`src/rtl/shape_batch_reader.sv`:
```
// Batch shape-record reader: fetches the first NFIELDS words of consecutive
// 2^DATAB-word records from the shape RAM and presents each on a valid/ready port.
module shape_batch_reader #(
    parameter int DATAB   = 3,
    parameter int NFIELDS = 5,
    parameter int ADDRW   = 20,
    parameter int DATAW   = 12,
    parameter int NUMW    = 12,
    parameter int RAM_LAT = 1
) (
    input  logic                     clk,
    input  logic                     rst,
    input  logic                     start,
    input  logic [NUMW-1:0]          id_first,
    input  logic [NUMW-1:0]          id_count,
    input  logic [ADDRW-1:0]         ram_address_offset,
    output logic [ADDRW-1:0]         ram_address,
    output logic                     ram_enable,
    input  logic [DATAW-1:0]         ram_data,
    output logic                     busy,
    output logic                     done,
    output logic                     out_valid,
    input  logic                     out_ready,
    output logic [NUMW-1:0]          out_id,
    output logic                     out_last,
    output logic [NFIELDS*DATAW-1:0] out_fields
);

    localparam int PTRW = (NFIELDS > 1) ? $clog2(NFIELDS) : 1;
    localparam logic [PTRW-1:0] LAST_PTR = PTRW'(NFIELDS - 1);

    typedef enum logic [2:0] {S_IDLE, S_ISSUE, S_WAIT, S_HOLD, S_FIN} state_t;

    state_t             state_q, state_d;
    logic [NUMW-1:0]    cur_id;
    logic [NUMW-1:0]    remaining;
    logic [PTRW-1:0]    ptr;
    logic [DATAW-1:0]   field_q   [NFIELDS];
    logic               tag_valid [RAM_LAT];
    logic [PTRW-1:0]    tag_ptr   [RAM_LAT];

    logic               emerge_valid;
    logic [PTRW-1:0]    emerge_ptr;
    logic               handshake;
    logic [ADDRW-1:0]   issue_addr;

    assign emerge_valid = tag_valid[RAM_LAT-1];
    assign emerge_ptr   = tag_ptr[RAM_LAT-1];
    assign handshake    = (state_q == S_HOLD) && out_ready;
    assign issue_addr   = (ADDRW'(cur_id) << DATAB) + ram_address_offset + ADDRW'(ptr);

    always_ff @(posedge clk) begin
        if (rst) state_q <= S_IDLE;
        else     state_q <= state_d;
    end

    // NOTE: state_d gets its default before the case so no path leaves it unassigned (no latch).
    always_comb begin
        state_d = state_q;
        case (state_q)
            S_IDLE:  if (start) state_d = (id_count != '0) ? S_ISSUE : S_FIN;
            S_ISSUE: if (ptr == LAST_PTR) state_d = S_WAIT;
            S_WAIT:  if (emerge_valid && (emerge_ptr == LAST_PTR)) state_d = S_HOLD;
            S_HOLD:  if (handshake) state_d = (remaining == NUMW'(1)) ? S_FIN : S_ISSUE;
            S_FIN:   state_d = S_IDLE;
            default: state_d = S_IDLE;
        endcase
    end

    // NOTE: field storage is cleared on reset because out_fields must read 0 afterwards.
    always_ff @(posedge clk) begin
        if (rst) begin
            cur_id    <= '0;
            remaining <= '0;
            ptr       <= '0;
            for (int i = 0; i < RAM_LAT; i++) begin
                tag_valid[i] <= 1'b0;
                tag_ptr[i]   <= '0;
            end
            for (int k = 0; k < NFIELDS; k++) field_q[k] <= '0;
        end else begin
            // Tags travel alongside each read so returning data knows its slot.
            tag_valid[0] <= (state_q == S_ISSUE);
            tag_ptr[0]   <= ptr;
            for (int i = 1; i < RAM_LAT; i++) begin
                tag_valid[i] <= tag_valid[i-1];
                tag_ptr[i]   <= tag_ptr[i-1];
            end
            if (emerge_valid) field_q[emerge_ptr] <= ram_data;

            case (state_q)
                S_IDLE: begin
                    if (start && (id_count != '0)) begin
                        cur_id    <= id_first;
                        remaining <= id_count;
                        ptr       <= '0;
                    end
                end
                S_ISSUE: ptr <= ptr + PTRW'(1);
                S_HOLD: begin
                    if (out_ready) begin
                        remaining <= remaining - NUMW'(1);
                        cur_id    <= cur_id + NUMW'(1);
                        ptr       <= '0;
                    end
                end
                default: ;
            endcase
        end
    end

    assign busy        = (state_q != S_IDLE);
    assign done        = (state_q == S_FIN);
    assign out_valid   = (state_q == S_HOLD);
    assign out_last    = (state_q == S_HOLD) && (remaining == NUMW'(1));
    assign ram_enable  = (state_q == S_ISSUE);
    assign ram_address = ram_enable ? issue_addr : '0;
    assign out_id      = cur_id;

    for (genvar k = 0; k < NFIELDS; k++) begin : g_fields
        assign out_fields[k*DATAW +: DATAW] = field_q[k];
    end

endmodule

```
`config.mk`:
```
export PLATFORM = sky130hd
export DESIGN_NAME = shape_batch_reader
export DESIGN_NICKNAME = d
export VERILOG_FILES = /design/src/rtl/shape_batch_reader.sv
export SDC_FILE = /design/constraint.sdc
export NUM_CORES = 1
export LEC_CHECK = 0
export CORE_AREA = 2 2 119 121
export CTS_CLUSTER_DIAMETER = 30
export DETAILED_ROUTE_END_ITERATION = 12
export DIE_AREA = 0 0 121 123
export PLACE_DENSITY = 0.64
export SETUP_SLACK_MARGIN = 0.15
export SYNTH_ARGS = -nofsm -noshare
export SYNTH_HDL_FRONTEND = slang
export SYNTH_SLANG_ARGS = --single-unit
```
`constraint.sdc`:
```
create_clock -name clk -period 6.59 [get_ports clk]
set_clock_uncertainty 0.1 [all_clocks]
set_input_delay 0.9885 -clock clk [delete_from_list [all_inputs] [get_ports clk]]
set_output_delay 0.9885 -clock clk [all_outputs]
set_load 0.05 [all_outputs]
```
# Word level (Yosys, flattened, before mapping)
# Memories as Yosys holds them, arrays and structs flattened.
# Cells that the tools add are included.
dict set report op_classes {
  add_sub_neg 5
  eq_ne 13
  mux 30
  n_reduce_logical 15
}
# op n
set op_table {}
lappend op_table {{12-bit two-way mux} 5}
lappend op_table {{12-bit case mux with 2 select lines} 2}
lappend op_table {{3-bit two-way mux} 10}
lappend op_table {{15-bit by 20-bit adder with 20-bit output} 1}
lappend op_table {{20-bit by 3-bit adder with 20-bit output} 1}
lappend op_table {{20-bit two-way mux} 1}
lappend op_table {{12-bit by 1-bit adder with 12-bit output, second input constant} 1}
lappend op_table {{12-bit by 1-bit == test with 1-bit output, second input constant} 1}
lappend op_table {{3-bit case mux with 4 select lines} 1}
lappend op_table {{12-bit nonzero test} 1}
lappend op_table {{12-bit OR reduction} 1}
lappend op_table {{12-bit by 1-bit subtractor with 12-bit output, second input constant} 1}
lappend op_table {{1-bit two-way mux} 10}
lappend op_table {{3-bit == test, second input constant} 3}
lappend op_table {{3-bit case mux with 3 select lines} 1}
lappend op_table {{3-bit by 2-bit == test with 1-bit output, second input constant} 2}
lappend op_table {{2-bit by 1-bit != test with 1-bit output, second input constant} 3}
lappend op_table {{2-bit != test, second input constant} 3}
lappend op_table {{3-bit AND reduction} 2}
lappend op_table {{3-bit nonzero test} 2}
lappend op_table {{1-bit logical AND} 4}
lappend op_table {{4-bit AND reduction} 1}
lappend op_table {{3-bit by 1-bit adder with 3-bit output, second input constant} 1}
lappend op_table {{3-bit by 1-bit == test with 1-bit output, second input constant} 1}
lappend op_table {{other kinds (4)} 4}
dict set report totals {
  reg_bits 30
  ram_bits 64
  input_bits 60
  out_inout_bits 97
  wordCells 70
  n_memories 3
}
# name depth word_bits read_ports rd_clocked_by_memory_dff write_ports line
set mem_list {}
lappend mem_list {field_q 5 12 5 0 5 38} ;# logic [DATAW-1:0] field_q [NFIELDS];
lappend mem_list {tag_ptr 1 3 1 0 1 40} ;# logic [PTRW-1:0] tag_ptr [RAM_LAT];
lappend mem_list {tag_valid 1 1 1 0 1 39} ;# logic tag_valid [RAM_LAT];

# Longest topological paths before layout
dict set report depth {
  word_depth 5
  depth_mapped 9
  ltp_nobuf 8
}

# Least setup slack after synthesis
# OpenSTA, ideal clock, no wires.
dict set report synth_timing {
  path_type {input-to-output}
  from {in ram_address_offset[0]}
  to {out ram_address[14]}
  arrival_time_ps 3462
  t_required_ps 5501
  slack_ps 2039
  stages 7
  n_path_buf 0
  cell_sequence {ha_1 fa_1 a21oi_1 o211ai_1 o211ai_1 a21oi_1 o31ai_1}
}
dict set report synth_via {
  elab_chain_len 3
}
# element line
set synth_lines {}
lappend synth_lines {{start: declaration} 16} ;# input logic [ADDRW-1:0] ram_address_offset,
lappend synth_lines {{15-bit by 20-bit adder with 20-bit output} 50} ;# assign issue_addr = (ADDRW'(cur_id) << DATAB) + ram_address_offset + ADDRW'(ptr);
lappend synth_lines {{20-bit by 3-bit adder with 20-bit output} 50}
lappend synth_lines {{20-bit two-way mux} 117} ;# assign ram_address = ram_enable ? issue_addr : '0;
lappend synth_lines {{end: declaration} 17} ;# output logic [ADDRW-1:0] ram_address,
# No other way between the ends.

# Worst setup path in the final report
dict set report layout_timing {
  from {in ram_address_offset[0]}
  to {out ram_address[10]}
}
# The elaborated chain is that of the path after synthesis.

==> results.sh <==
export IMPL_maxSlewViolCount=0
export IMPL_fmax_ghz=0.1963
export IMPL_muxShareOfSynthArea=0.009650
export IMPL_initial_core_util=0.3810
export IMPL_chipWidth_um=121
export IMPL_worst_path_max_fanout=4
export IMPL_gp_congestion=0.8951
export IMPL_routed_wl_um=14050
export IMPL_utilization=0.5283
export IMPL_synth_seq_area_share=0.4786
export IMPL_clockBufferDepth=2
export IMPL_synth_edf_count=60
export IMPL_syn_area_per_cell_um2=9.604
export IMPL_yosysMostFrequentCell="and2_1"
export IMPL_run_status="finished clean"
export IMPL_wl_per_cell_um=16.21
export IMPL_overflow=0
export IMPL_synth_compound_area_frac=0.1583
export IMPL_cts_resized=0
export IMPL_dieArea_um2=14880
export IMPL_cts_tree="done"
export IMPL_p_sw_uw=532.4
export IMPL_sw_frac_of_total=0.3234
export IMPL_antennaDiodeCount=0
export IMPL_cts_made_buffers=9
export IMPL_power_total_mw=1.647
export IMPL_detail_route_first_pass_iterations=4
export IMPL_final_setup_tns_ns=0
export IMPL_synthFlopType="edfxtp_1"
export IMPL_grt_max_degree=41
export IMPL_combPwrFrac=0.264
export IMPL_grt_use_total=0.1859
export IMPL_max_slew_margin=0.2382
export IMPL_power_density_nw_per_um2=229.0
export IMPL_antenna_found_initial=0
export IMPL_cts_hold_buf=0
export IMPL_period_needed_ns=5.094
export IMPL_vdd_drop_max_mv=0.1019
export IMPL_die_h_um=123
export IMPL_coreArea_um2=13610
export IMPL_num_vias=4599
export IMPL_ys_seq_elements=94
export IMPL_post_dp_hpwl_um=10510
export IMPL_path_clk_slew_ns=0.07
export IMPL_routed_via_density=5.304
export IMPL_port_buffers=156
export IMPL_worst_pin_slew_ns=1.140
export IMPL_drive_above_1_share=0.05240
export IMPL_nets=764
export IMPL_endpoint_kind="output port"
export IMPL_p_clk_frac=0.321
export IMPL_drc=0
export IMPL_num_io_pins=157
export IMPL_worstPathArrival_ns=4.01
export IMPL_hold_violations=0
export IMPL_leakagePower_nw=2.727
export IMPL_syn_nets=621
export IMPL_cts_root_buf="clkbuf_16"
export IMPL_drt_antenna_violating_nets=0
export IMPL_synth_xor_xnor_area_share=0.01858
export IMPL_htreeDepth=3
export IMPL_ys_types=61
export IMPL_synth_top_family_by_area="simple AND/OR/NAND/NOR gates"
export IMPL_yosysWarnings=0
export IMPL_async_flop_share=0
export IMPL_seq_power_share=0.415
export IMPL_std_cell_rows=43
export IMPL_grt_pass1_wl_um=21600
export IMPL_clk_latency_ns=0.35
export IMPL_finalSetupViolations=0
export IMPL_grt_pass1_vias=4272
export IMPL_synth_simple_gate_area_frac=0.2516
export IMPL_cts_sinks=94
export IMPL_timing_max_cap_violations=0
export IMPL_rsz0062_at_grt="no"
export IMPL_holdCritPathClass="reg -> reg"
export IMPL_synth_area_um2=5186
export IMPL_crit_type="in -> out"
export IMPL_area_growth_pct=38.65
export IMPL_synth_common_cells="66 x and2_1, 60 x edfxtp_1, 55 x nand2_1, 46 x nor2_1, 34 x dfxtp_1"
export IMPL_synth_top_area_share=0.3474
export IMPL_finalCritPeriodShare=0.7730
export IMPL_cts_setup_buffers=0
export IMPL_yosysTopAreaCell="edfxtp_1"
export IMPL_critical_path_required_ns=5.50
export IMPL_p_int_mw=1.114
export IMPL_cp_start_kind="input pin"
export IMPL_syn_inst=540
export IMPL_drt_initial_drc_count=268
export IMPL_synth_fa_ha_area_frac=0.05211
export IMPL_ys_top_cells_by_area="edfxtp_1 35%, dfxtp_1 13%, and2_1 8.0%"
[final timing paths]
path | slack, ns | cells past startpoint | endpoint | start
hold / removal | 0.42 | 2 | remaining[11] | remaining[11]
setup / recovery | 1.50 | 10 | ram_address[10] | ram_address_offset[0]
hold reg to reg | 0.42 | 2 | remaining[11] | remaining[11]
setup reg to reg | 4.08 | 6 | remaining[8] | state_q[0]
[metrics by stage]
stage,worst slack (ns),std cells,hold slack [ns],area (um2)
2_1_floorplan,2.039,540,0.3669,5186
3_3_place_gp,1.512,852,0.3908,6894
3_5_place_dp,1.536,852,0.3973,6894
4_1_cts,1.516,867,0.4177,7191
5_1_grt,1.371,867,0.4421,7191
6_report,1.496,867,0.4163,7191
[layer usage]
| layer | wire length, um | track usage | share of wire |
|---|---|---|---|
| met3 | 991 | 0.03921 | 0.071 |
| met1 | 6136 | 0.2365 | 0.44 |
| met2 | 6667 | 0.3136 | 0.47 |
| met4 | 255 | 0.06613 | 0.018 |
| met5 | 0 | 0 | 0 |
[sequential cells by signal, indices dropped and copies added, names as in the netlist]
name and count:
field_q 60, out_id 12, remaining 12, ptr 3, state_q 3, tag_ptr 3
tag_valid 1
[power groups by stage]
stage | registers (mW) | logic [mW] | clock network (mW)
after floorplan | 0.764 | 0.210 | 0
after global placement | 0.695 | 0.430 | 0
after detailed placement | 0.697 | 0.434 | 0
after CTS | 0.684 | 0.436 | 0.537
after global routing | 0.688 | 0.465 | 0.558
final | 0.684 | 0.434 | 0.529
[cell families (layout without fill, tap and decap cells)]
group	after synthesis	in the layout
AOI/OAI and AO/OA	121	121
xor gates and xnor gates	11	11
adders and majority gates	21	21
buffers and inverters	40	187
DFF	94	94
muxes	5	5
and+or+nand+nor	248	248
[critical path: stages]
cell             delay (ns)
clkdlybuf4s50_1        0.40
ha_1                   0.23
fa_1                   0.41
a21oi_1                0.19
o211ai_1               0.22
o2111ai_1              0.28
nor2b_1                0.20
xnor2_1                0.13
and2_1                 0.14
clkdlybuf4s50_1        0.80
[placed cells by master (no fill, tap or decap), types with 4 or more instances in the layout]
master / instances
ha_1: 20
inv_1: 11
a22oi_1: 12
xnor2_1: 9
nor4_1: 6
or3_1: 4
o211ai_1: 5
o21ai_0: 15
clkbuf_16: 9
nand2_1: 55
edfxtp_1: 60
clkdlybuf4s50_1: 156
and2_1: 66
a21oi_1: 24
a211oi_1: 7
a21o_1: 6
dfxtp_1: 34
o22ai_1: 4
nand2b_1: 5
a221oi_1: 4
nor3_1: 12
and3_1: 10
nand3_1: 16
mux2i_1: 5
o31ai_1: 6
nor2b_1: 4
o21ai_1: 10
or2_2: 6
nor2_1: 46
[area by class of cell]
cell class                      count  area, um2
Fill cell                        1211       6421
Multi-Input combinational cell    406       2554
Sequential cell                    94       2482
Timing Repair Buffer              159       1584
Clock buffer                        9      225.2
Tap cell                          180      225.2
Clock inverter                      6      71.32
Inverter                           13      48.80
Note: power is estimated with default switching activity, not from simulation.
